===== src/rtl/mem_arb_pkg.sv =====
// Shared types and defaults for the second-read-port arbiter and its in-flight tracker.
package mem_arb_pkg;

  localparam int unsigned AW_DEF  = 15;
  localparam int unsigned DW_DEF  = 16;
  localparam int unsigned LAT_DEF = 2;

  localparam logic TAG_FETCH = 1'b0;
  localparam logic TAG_LOAD  = 1'b1;

  typedef struct packed {
    logic              vld;
    logic              tag;
    logic [AW_DEF-1:0] addr;
    logic              byp;
    logic [DW_DEF-1:0] bdata;
  } slot_t;

  // A later matching store overwrites an earlier captured one.
  function automatic slot_t slot_snoop(slot_t s, logic wen, logic [AW_DEF-1:0] waddr,
                                       logic [DW_DEF-1:0] wdata);
    slot_t r;
    r = s;
    if (s.vld && wen && (waddr == s.addr)) begin
      r.byp   = 1'b1;
      r.bdata = wdata;
    end
    return r;
  endfunction

endpackage


===== src/rtl/rd_port_arbiter_if.sv =====
// Requester, store-snoop and memory read-port signals of the read-port arbiter.
interface rd_port_arbiter_if
  import mem_arb_pkg::*;
#(
  parameter int unsigned AW = AW_DEF,
  parameter int unsigned DW = DW_DEF
);
  logic          f_req;
  logic [AW-1:0] f_addr;
  logic          f_gnt;
  logic          f_rvalid;
  logic [DW-1:0] f_rdata;
  logic          l_req;
  logic [AW-1:0] l_addr;
  logic          l_gnt;
  logic          l_rvalid;
  logic [DW-1:0] l_rdata;
  logic          flush;
  logic          wen;
  logic [AW-1:0] waddr;
  logic [DW-1:0] wdata;
  logic [AW-1:0] mem_raddr;
  logic [DW-1:0] mem_rdata;
  logic          busy;

  modport slave (
    input  f_req, f_addr, l_req, l_addr, flush, wen, waddr, wdata, mem_rdata,
    output f_gnt, f_rvalid, f_rdata, l_gnt, l_rvalid, l_rdata, mem_raddr, busy
  );

  modport master (
    output f_req, f_addr, l_req, l_addr, flush, wen, waddr, wdata, mem_rdata,
    input  f_gnt, f_rvalid, f_rdata, l_gnt, l_rvalid, l_rdata, mem_raddr, busy
  );

endinterface


===== src/rtl/rd_inflight_pipe.sv =====
// LAT-deep shift register of in-flight reads with store snooping and flush kill.
module rd_inflight_pipe
  import mem_arb_pkg::*;
#(
  parameter int unsigned Lat = LAT_DEF
) (
  input  logic              clk,
  input  logic              rst_n,
  input  logic              gnt_vld_i,
  input  logic              gnt_tag_i,
  input  logic [AW_DEF-1:0] gnt_addr_i,
  input  logic              flush_i,
  input  logic              wen_i,
  input  logic [AW_DEF-1:0] waddr_i,
  input  logic [DW_DEF-1:0] wdata_i,
  output logic              dlv_vld_o,
  output logic              dlv_tag_o,
  output logic              dlv_byp_o,
  output logic [DW_DEF-1:0] dlv_bdata_o,
  output logic              busy_o
);

  // Index k holds slot k+1; index Lat-1 is the delivering slot.
  slot_t [Lat-1:0] slot_q, slot_d;
  slot_t           new_entry;
  slot_t           dlv;

  always_comb begin
    new_entry       = '0;
    new_entry.vld   = gnt_vld_i;
    new_entry.tag   = gnt_tag_i;
    new_entry.addr  = gnt_addr_i;
    slot_d          = '0;
    // A store in the grant cycle already counts for the new entry.
    slot_d[0]       = slot_snoop(new_entry, wen_i, waddr_i, wdata_i);
    for (int unsigned k = 1; k < Lat; k++) begin
      slot_d[k] = slot_snoop(slot_q[k-1], wen_i, waddr_i, wdata_i);
      if (flush_i && (slot_q[k-1].tag == TAG_FETCH)) begin
        slot_d[k].vld = 1'b0;
      end
    end
  end

  always_ff @(posedge clk or negedge rst_n) begin
    if (!rst_n) begin
      slot_q <= '0;
    end else begin
      slot_q <= slot_d;
    end
  end

  always_comb begin
    dlv         = slot_q[Lat-1];
    dlv_vld_o   = dlv.vld && !(flush_i && (dlv.tag == TAG_FETCH));
    dlv_tag_o   = dlv.tag;
    dlv_byp_o   = dlv.byp;
    dlv_bdata_o = dlv.bdata;
    busy_o      = 1'b0;
    for (int unsigned k = 0; k < Lat; k++) begin
      busy_o = busy_o | slot_q[k].vld;
    end
  end

endmodule


===== src/rtl/rd_port_arbiter.sv =====
// Arbitrates fetch and load onto the memory's second read port and routes the responses.
// AW/DW must equal the package slot widths; LAT is legal from 1 to 4.
module rd_port_arbiter
  import mem_arb_pkg::*;
#(
  parameter int unsigned AW         = AW_DEF,
  parameter int unsigned DW         = DW_DEF,
  parameter int unsigned LAT        = LAT_DEF,
  parameter int unsigned STARVE_MAX = 3
) (
  input logic              clk,
  input logic              rst_n,
  rd_port_arbiter_if.slave bus
);

  localparam int unsigned CntW = $clog2(STARVE_MAX + 2);

  logic [CntW-1:0] starve_q, starve_d;
  logic [AW-1:0]   raddr_q, raddr_d;
  logic            starving;
  logic            fetch_ok;
  logic            f_gnt, l_gnt;
  logic            gnt_vld, gnt_tag;
  logic [AW-1:0]   gnt_addr;
  logic            dlv_vld, dlv_tag, dlv_byp;
  logic [DW-1:0]   dlv_bdata;
  logic [DW-1:0]   rsp_data;
  logic            busy;

  // Grants are gated by reset so nothing is accepted while the tracker is held clear.
  always_comb begin
    starving = (starve_q == CntW'(STARVE_MAX));
    fetch_ok = rst_n && bus.f_req && !bus.flush;
    f_gnt    = fetch_ok && (starving || !bus.l_req);
    l_gnt    = rst_n && bus.l_req && !f_gnt;
    gnt_vld  = f_gnt || l_gnt;
    gnt_tag  = f_gnt ? TAG_FETCH : TAG_LOAD;
    gnt_addr = f_gnt ? bus.f_addr : bus.l_addr;
    raddr_d  = gnt_vld ? gnt_addr : raddr_q;
  end

  always_comb begin
    starve_d = starve_q;
    if (!bus.f_req || bus.flush || f_gnt) begin
      starve_d = '0;
    end else if (!starving) begin
      starve_d = starve_q + CntW'(1);
    end
  end

  always_ff @(posedge clk or negedge rst_n) begin
    if (!rst_n) begin
      starve_q <= '0;
      raddr_q  <= '0;
    end else begin
      starve_q <= starve_d;
      raddr_q  <= raddr_d;
    end
  end

  rd_inflight_pipe #(
    .Lat (LAT)
  ) u_pipe (
    .clk         (clk),
    .rst_n       (rst_n),
    .gnt_vld_i   (gnt_vld),
    .gnt_tag_i   (gnt_tag),
    .gnt_addr_i  (gnt_addr),
    .flush_i     (bus.flush),
    .wen_i       (bus.wen),
    .waddr_i     (bus.waddr),
    .wdata_i     (bus.wdata),
    .dlv_vld_o   (dlv_vld),
    .dlv_tag_o   (dlv_tag),
    .dlv_byp_o   (dlv_byp),
    .dlv_bdata_o (dlv_bdata),
    .busy_o      (busy)
  );

  always_comb begin
    rsp_data      = dlv_byp ? dlv_bdata : bus.mem_rdata;
    bus.f_gnt     = f_gnt;
    bus.l_gnt     = l_gnt;
    bus.mem_raddr = raddr_d;
    bus.busy      = busy;
    bus.f_rvalid  = dlv_vld && (dlv_tag == TAG_FETCH);
    bus.l_rvalid  = dlv_vld && (dlv_tag == TAG_LOAD);
    bus.f_rdata   = bus.f_rvalid ? rsp_data : '0;
    bus.l_rdata   = bus.l_rvalid ? rsp_data : '0;
  end

endmodule


===== src/flat_wrapper.sv =====
// flat-port wrapper written by rule: the top's interface ports become plain ports
module rd_port_arbiter_flat import mem_arb_pkg::*;
#(
  parameter int unsigned AW         = AW_DEF,
  parameter int unsigned DW         = DW_DEF,
  parameter int unsigned LAT        = LAT_DEF,
  parameter int unsigned STARVE_MAX = 3
)
  (clk, rst_n, bus_f_req, bus_f_addr, bus_l_req, bus_l_addr, bus_flush, bus_wen, bus_waddr, bus_wdata, bus_mem_rdata, bus_f_gnt, bus_f_rvalid, bus_f_rdata, bus_l_gnt, bus_l_rvalid, bus_l_rdata, bus_mem_raddr, bus_busy);
  rd_port_arbiter_if #(.AW(AW), .DW(DW)) bus_i ();
  input logic clk;
  input logic rst_n;
  input wire logic [$bits(bus_i.f_req)-1:0] bus_f_req;
  input wire logic [$bits(bus_i.f_addr)-1:0] bus_f_addr;
  input wire logic [$bits(bus_i.l_req)-1:0] bus_l_req;
  input wire logic [$bits(bus_i.l_addr)-1:0] bus_l_addr;
  input wire logic [$bits(bus_i.flush)-1:0] bus_flush;
  input wire logic [$bits(bus_i.wen)-1:0] bus_wen;
  input wire logic [$bits(bus_i.waddr)-1:0] bus_waddr;
  input wire logic [$bits(bus_i.wdata)-1:0] bus_wdata;
  input wire logic [$bits(bus_i.mem_rdata)-1:0] bus_mem_rdata;
  output wire logic [$bits(bus_i.f_gnt)-1:0] bus_f_gnt;
  output wire logic [$bits(bus_i.f_rvalid)-1:0] bus_f_rvalid;
  output wire logic [$bits(bus_i.f_rdata)-1:0] bus_f_rdata;
  output wire logic [$bits(bus_i.l_gnt)-1:0] bus_l_gnt;
  output wire logic [$bits(bus_i.l_rvalid)-1:0] bus_l_rvalid;
  output wire logic [$bits(bus_i.l_rdata)-1:0] bus_l_rdata;
  output wire logic [$bits(bus_i.mem_raddr)-1:0] bus_mem_raddr;
  output wire logic [$bits(bus_i.busy)-1:0] bus_busy;
  assign bus_i.f_req = bus_f_req;
  assign bus_i.f_addr = bus_f_addr;
  assign bus_i.l_req = bus_l_req;
  assign bus_i.l_addr = bus_l_addr;
  assign bus_i.flush = bus_flush;
  assign bus_i.wen = bus_wen;
  assign bus_i.waddr = bus_waddr;
  assign bus_i.wdata = bus_wdata;
  assign bus_i.mem_rdata = bus_mem_rdata;
  assign bus_f_gnt = bus_i.f_gnt;
  assign bus_f_rvalid = bus_i.f_rvalid;
  assign bus_f_rdata = bus_i.f_rdata;
  assign bus_l_gnt = bus_i.l_gnt;
  assign bus_l_rvalid = bus_i.l_rvalid;
  assign bus_l_rdata = bus_i.l_rdata;
  assign bus_mem_raddr = bus_i.mem_raddr;
  assign bus_busy = bus_i.busy;
  rd_port_arbiter #(.AW(AW), .DW(DW), .LAT(LAT), .STARVE_MAX(STARVE_MAX)) u_core (.clk(clk), .rst_n(rst_n), .bus(bus_i));
endmodule

===== config.mk =====
export PLATFORM = sky130hd
export DESIGN_NAME = rd_port_arbiter_flat
export DESIGN_NICKNAME = d
export VERILOG_FILES = /design/src/rtl/mem_arb_pkg.sv /design/src/rtl/rd_port_arbiter_if.sv /design/src/rtl/rd_inflight_pipe.sv /design/src/rtl/rd_port_arbiter.sv /design/src/flat_wrapper.sv
export SDC_FILE = /design/constraint.sdc
export NUM_CORES = 1
export LEC_CHECK = 0
export ABC_AREA = 1
export ABC_CLOCK_PERIOD_IN_PS = 6800
export BUFFER_PORTS_ARGS = -buffer_cell sky130_fd_sc_hd__buf_4
export CAP_MARGIN = 20
export CORE_MARGIN = 2
export CORE_UTILIZATION = 55
export CTS_BUF_LIST = sky130_fd_sc_hd__clkbuf_16
export DETAILED_ROUTE_END_ITERATION = 6
export GPL_ROUTABILITY_DRIVEN = 0
export GPL_TIMING_DRIVEN = 1
export PLACE_DENSITY = 0.95
export REMOVE_ABC_BUFFERS = 1
export SLEW_MARGIN = 20
export SYNTH_ARGS = -nofsm -noshare
export SYNTH_HDL_FRONTEND = slang
export SYNTH_HIERARCHICAL = 1
export SYNTH_SLANG_ARGS = --single-unit

===== constraint.sdc =====
create_clock -name clk -period 6.8 [get_ports clk]
set_clock_uncertainty 0.1 [all_clocks]
set_input_delay 0.34 -clock clk [delete_from_list [all_inputs] [get_ports clk]]
set_output_delay 0.34 -clock clk [all_outputs]
set_load 0.02 [all_outputs]

==> flow_metrics.env, run 1 <==
export IMPL_max_cap_violations=0
export IMPL_hold_violations=0
export IMPL_synth_top_family_by_area="simple AND/OR/NAND/NOR gates"
export IMPL_synth_area_mux_share=0.0432
export IMPL_layout_commonest_cell="buf_4"
export IMPL_clk_latency_ns=0.32
export IMPL_fp_row_count=30
export IMPL_drt_drc_violations_left=0
export IMPL_drt_wirelength_per_cell_um=13.4
export IMPL_overflow=0
export IMPL_cts_root_buf="clkbuf_16"
export IMPL_grt_pass1_vias=3571
export IMPL_netlist_area_leader_share=0.451
export IMPL_cp_arrival_ns=2.47
export IMPL_dp_hpwl_um=7610
export IMPL_cts_path_max_buffers=2
export IMPL_cp_required_ns=6.36
export IMPL_setup_viol=0
export IMPL_tritoncts="yes"
export IMPL_grt_usage=0.259
export IMPL_drtIter0Drc=252
export IMPL_yosys_area_share_simple=0.331
export IMPL_final_cell_area_um2=5100
export IMPL_fin_crit_sh=0.428
export IMPL_initial_utilization=0.573
export IMPL_nNetsFinal=720
export IMPL_synth_seq_cells=71
export IMPL_post_cts_resized=0
export IMPL_vdd_drop_max_mv=0.171
export IMPL_place_area_um2=4850
export IMPL_synth_adder_area_share=0.00636
export IMPL_mostFrequentLayoutCells="134 x buf_4, 126 x nand2_1, 83 x inv_1"
export IMPL_finalSetupTns_ns=0
export IMPL_core_area_um2=6870
export IMPL_p_leak_nw=3.04
export IMPL_avgSynthCellArea_um2=7.57
export IMPL_startpoint="rst_n"
export IMPL_postCtsHoldBufs=0
export IMPL_avgViaCountPerCell=5.04
export IMPL_dieArea_um2=7850
export IMPL_num_antenna_cells=0
export IMPL_worstReg2RegStart="u_core/starve_q[0]"
export IMPL_antenna_found_initial=0
export IMPL_grt_pass1_wl_um=15600
export IMPL_layout_drive_gt1_share=0.257
export IMPL_post_cts_buffers=0
export IMPL_synth_area_um2=3940
export IMPL_clkTransAtPathRegs_ns=0.05
export IMPL_ff2ff_setup_slack_ns=4.06
export IMPL_crit_end="bus_mem_raddr[0]"
export IMPL_finalCriticalPeriod_ns=2.91
export IMPL_critPathLaunchType="input port"
export IMPL_worst_path_max_fanout=73
export IMPL_hp_class="in2async"
export IMPL_crit_type="in2out"
export IMPL_fillers=504
export IMPL_firstDrtPassIters=4
export IMPL_antenna_left=0
export IMPL_vias=3707
export IMPL_area_sequential_um2=1780
export IMPL_synth_compound_area_frac=0.0165
export IMPL_area_delta_synth_final_pct=29.6
export IMPL_grt_max_degree=74
export IMPL_dieHeight_um=88.6
export IMPL_port_buffers=134
export IMPL_multiInputGateArea_um2=1610
export IMPL_htreeDepth=3
export IMPL_cts_buffers=9
export IMPL_rsz0062_at_grt="false"
export IMPL_clock_sinks=71
export IMPL_max_freq_ghz=0.343
export IMPL_outcome="completed"
export IMPL_num_io_pins=135
export IMPL_yosys_warnings=6
export IMPL_ys_seq_area_frac=0.451
export IMPL_synth_distinct_cells=23
export IMPL_p_per_area_nw_per_um2=208
export IMPL_tightestPinTransition_ns=0.880
export IMPL_synth_top_cell_by_area="dfrtp_1"
export IMPL_cp_end_kind="primary output"
export IMPL_slew_viol_final=0
export IMPL_worstRegToRegCells=14
export IMPL_routed_wl_um=9850
export IMPL_timing_rr_end="u_core/u_pipe/slot_q[15]"
export IMPL_synth_area_top_cells="dfrtp_1 45%, nand2_1 12%, inv_1 7.9%, nand3_1 7.8%, nor2_1 7.2%"
export IMPL_max_slew_margin_rel=0.413
export IMPL_synthCells=520
export IMPL_synth_xor_area_share=0.0111
export IMPL_die_x_um=88.6
[final cells by class]
type                    count  area share
multi-input cells         329       0.315
flip-flops and latches     71       0.348
clock inverters             6     0.00564
repair buffers            134       0.197
inverters                  90      0.0662
clock buffers               9      0.0442
well taps                  96      0.0235
[where the power goes]
part,internal [W],switching [W],leakage [nW]
combinational,0.0000872,0.000120,2.00
sequential,0.000444,0.00000894,0.917
clock,0.000239,0.000161,0.124
[worst max-delay path, cell delays in order]
cell and delay [ns]:
buf_4 0.66, nand2_1 0.65, nand2_4 0.38, nand3_1 0.15
nand2_1 0.12, buf_4 0.15
[worst min-delay path by stage]
stage,endpoint,slack [ns],depth (start not counted)
CTS,u_core/raddr_q[11],0.08,1
floorplan,u_core/raddr_q[0],-0.06,0
global placement,u_core/u_pipe/dlv_tag_o,0.27,0
global route,u_core/raddr_q[10],0.12,1
detailed placement,u_core/u_pipe/dlv_tag_o,0.27,0
finish,u_core/raddr_q[11],0.04,1
[logic make-up (layout without fill, tap and decap cells)]
| family | after synthesis | count (layout) |
|---|---|---|
| multiplexers | 17 | 17 |
| AO/OA/AOI/OAI | 13 | 13 |
| flip-flops | 71 | 71 |
| buffers and inverters | 120 | 239 |
| AND/OR/NAND/NOR | 292 | 292 |
| XOR/XNOR | 5 | 5 |
| adder cells (fa/ha/maj) | 2 | 2 |
[through the flow]
stage / setup WS (ns) / instances / hold slack (ns) / total power [W] / util
3_3_place_gp: 3.83 / 720 / 0.266 / 0.000656 / 0.706
2_1_floorplan: 4.55 / 490 / -0.0556 / 0.000561 / -
4_1_cts: 3.85 / 735 / 0.0786 / 0.00107 / 0.743
5_1_grt: 3.63 / 735 / 0.119 / 0.00111 / 0.743
3_5_place_dp: 3.65 / 720 / 0.273 / 0.000665 / 0.706
6_report: 3.89 / 735 / 0.0356 / 0.00106 / 0.743
[cell usage after synthesis (all sizes together)]
master / instances
a21oi: 3
and2: 15
buf: 27
clkbuf: 3
clkinv: 2
dfrtp: 71
ha: 2
inv: 88
mux2i: 17
nand2: 134
nand3: 61
nand3b: 1
nor2: 81
o21ai: 10
xor2: 5
[per-layer routing]
layer / track usage / vias up / wire, µm
met2: 0.481 / 221 / 4970
met3: 0.0588 / 24 / 975
li1: - / 1776 / -
met5: 0 / - / 0
met4: 0.123 / 0 / 258
met1: 0.275 / 1686 / 3650
[state kept, by name, summed over array words and instances, names as in the netlist]
signal                     flops
u_core/u_pipe/dlv_bdata_o     16
u_core/u_pipe/dlv_tag_o        1
u_core/starve_q                3
u_core/u_pipe/dlv              1
u_core/u_pipe/slot_q          18
u_core/raddr_q                15
u_core/u_pipe/dlv_byp_o        1
u_core/u_pipe/slot_d          16
Power figures use the tool's default switching activity.
==> run 2: changes to the inputs <==
- ABC_CLOCK_PERIOD_IN_PS: 6800 -> 2570
- CORE_UTILIZATION: 55 -> 46
- PLACE_DENSITY: 0.95 -> 0.89
- clock period: 6.8 -> 2.57 ns (I/O delays scaled with it)
==> run 2 against run 1 <==
  * Routed wire length grew 5.7%
  * Sequential share of layout area shrank 1.8 points
  * Critical path type is now reg2reg
  * Sequential power grew to 2.6 times the previous value
  * Die area grew 19%
  * Highest routed layer unchanged
  * Via count grew 1.5%
==> flow_metrics.env, run 2 (synthesis gave the netlist of run 1 again) <==
export IMPL_outcome="completed"
export IMPL_cp_arrival_ns=2.56
export IMPL_finalCriticalPeriod_ns=2.42
export IMPL_setup_viol=0
export IMPL_tritoncts="yes"
export IMPL_vdd_drop_max_mv=0.332
export IMPL_core_area_um2=8260
export IMPL_dp_hpwl_um=7570
export IMPL_cp_required_ns=2.71
export IMPL_avgViaCountPerCell=4.90
export IMPL_clkTransAtPathRegs_ns=0.06
export IMPL_antenna_found_initial=0
export IMPL_hp_class="in2reg"
export IMPL_grt_pass1_wl_um=16400
export IMPL_dieHeight_um=96.5
export IMPL_rsz0062_at_grt="true"
export IMPL_mostFrequentLayoutCells="137 x buf_4, 126 x nand2_1, 85 x inv_1"
export IMPL_initial_utilization=0.477
export IMPL_fp_row_count=33
export IMPL_firstDrtPassIters=4
export IMPL_hold_depth=3
export IMPL_grt_usage=0.227
export IMPL_clock_sinks=71
export IMPL_drt_drc_violations_left=0
export IMPL_power_total_w=0.00284
export IMPL_num_antenna_cells=0
export IMPL_port_buffers=134
export IMPL_largest_reg_flops=18
export IMPL_cp_end_kind="flop"
export IMPL_hold_violations=0
export IMPL_htreeDepth=3
export IMPL_nNetsFinal=743
export IMPL_post_cts_buffers=0
export IMPL_max_freq_ghz=0.413
export IMPL_finalSetupTns_ns=0
export IMPL_tightestPinTransition_ns=0.905
export IMPL_vias=3761
export IMPL_ff2ff_setup_slack_ns=0.15
export IMPL_dieArea_um2=9310
export IMPL_slew_viol_final=0
export IMPL_final_cell_area_um2=5380
export IMPL_p_per_area_nw_per_um2=528
export IMPL_num_io_pins=135
export IMPL_grt_max_degree=72
export IMPL_die_x_um=96.5
export IMPL_cts_root_buf="clkbuf_16"
export IMPL_cts_path_max_buffers=2
export IMPL_crit_type="reg2reg"
export IMPL_clk_latency_ns=0.32
export IMPL_layout_commonest_cell="buf_4"
export IMPL_worstRegToRegCells=14
export IMPL_place_area_um2=4890
export IMPL_largest_register="u_core/u_pipe/slot_q"
export IMPL_area_delta_synth_final_pct=36.6
export IMPL_antenna_left=0
export IMPL_cts_buffers=9
export IMPL_routed_wl_um=10400
export IMPL_layout_drive_gt1_share=0.260
export IMPL_overflow=0
export IMPL_drt_wirelength_per_cell_um=13.6
export IMPL_final_setup_worst_slack_ns=0.146
export IMPL_max_cap_violations=0
export IMPL_p_leak_nw=3.15
export IMPL_fin_crit_sh=0.943
export IMPL_grt_pass1_vias=3682
export IMPL_post_place_ws_ns=0.0479
export IMPL_worst_path_max_fanout=15
export IMPL_critPathLaunchType="flop"
export IMPL_drtIter0Drc=161
export IMPL_max_slew_margin_rel=0.396
run 2: cell count changes in the layout (fill, tap and decap cells not counted), sizes merged:
cell	change
clkinvlp	+1
inv	+2
nand2	+1
buf	+4
dlygate4sd3	+18
clkinv	-3
run 2: through the flow:
step                      cells  hold slack, ns   util
after floorplan             490          -0.267      -
after global placement      733           0.261  0.592
after detailed placement    733           0.260  0.592
after CTS                   766          0.0334  0.645
after global routing        767          0.0548  0.651
final                       767          0.0473  0.651
run 2: final timing paths:
kind	endpoint	from
worst max register to register	u_core/u_pipe/slot_q[0]	u_core/starve_q[0]
worst min-delay path	u_core/starve_q[2]	bus_f_req
worst max-delay path	u_core/u_pipe/slot_q[0]	u_core/starve_q[0]
worst min register to register	u_core/u_pipe/dlv_tag_o	u_core/u_pipe/slot_d[66]
min in group asynchronous	u_core/starve_q[1]	rst_n
max in group asynchronous	u_core/u_pipe/dlv_bdata_o[8]	rst_n
run 2: metal layers:
metal,part of all wire,vias to the layer above,track usage,routed length [µm]
li1,-,1827,-,-
met1,0.39,1736,0.257,4020
met2,0.51,183,0.424,5340
met3,0.086,15,0.0473,899
met4,0.014,0,0.0763,145
met5,0,-,0,0
run 2: area by class of cell:
cell class,count,area [µm²]
Fill cell,672,2880
Sequential cell,71,1780
Multi-Input combinational cell,330,1650
Timing Repair Buffer,156,1220
Inverter,90,338
Clock buffer,9,225
Tap cell,105,131
Clock inverter,6,31.3
run 2: where the power goes:
group	leakage (nW)	total, W	internal, W	switching, W
clock network	0.127	0.00106	0.000634	0.000428
logic	2.11	0.000580	0.000253	0.000326
registers	0.917	0.00120	0.00117	0.0000224
total	3.15	0.00284	0.00206	0.000777
run 2: critical path, cell delays in order (launching register included):
cell	delay, ns
dfrtp_1	0.36
ha_1	0.20
ha_4	0.18
inv_2	0.04
nand2_2	0.12
buf_6	0.19
nand3_1	0.11
and2_1	0.23
nand2_1	0.09
o21ai_0	0.09
nor2_1	0.09
nand2_1	0.10
nor2_4	0.17
nand2_4	0.11
nor2_1	0.14
run 2: timing repair:
item,CTS,global route
hold buffers,18,0
hold endpoints to repair,98,0
gates resized for setup,1,8
setup endpoints to repair,1,17
pin swaps,0,1
gates cloned,0,1
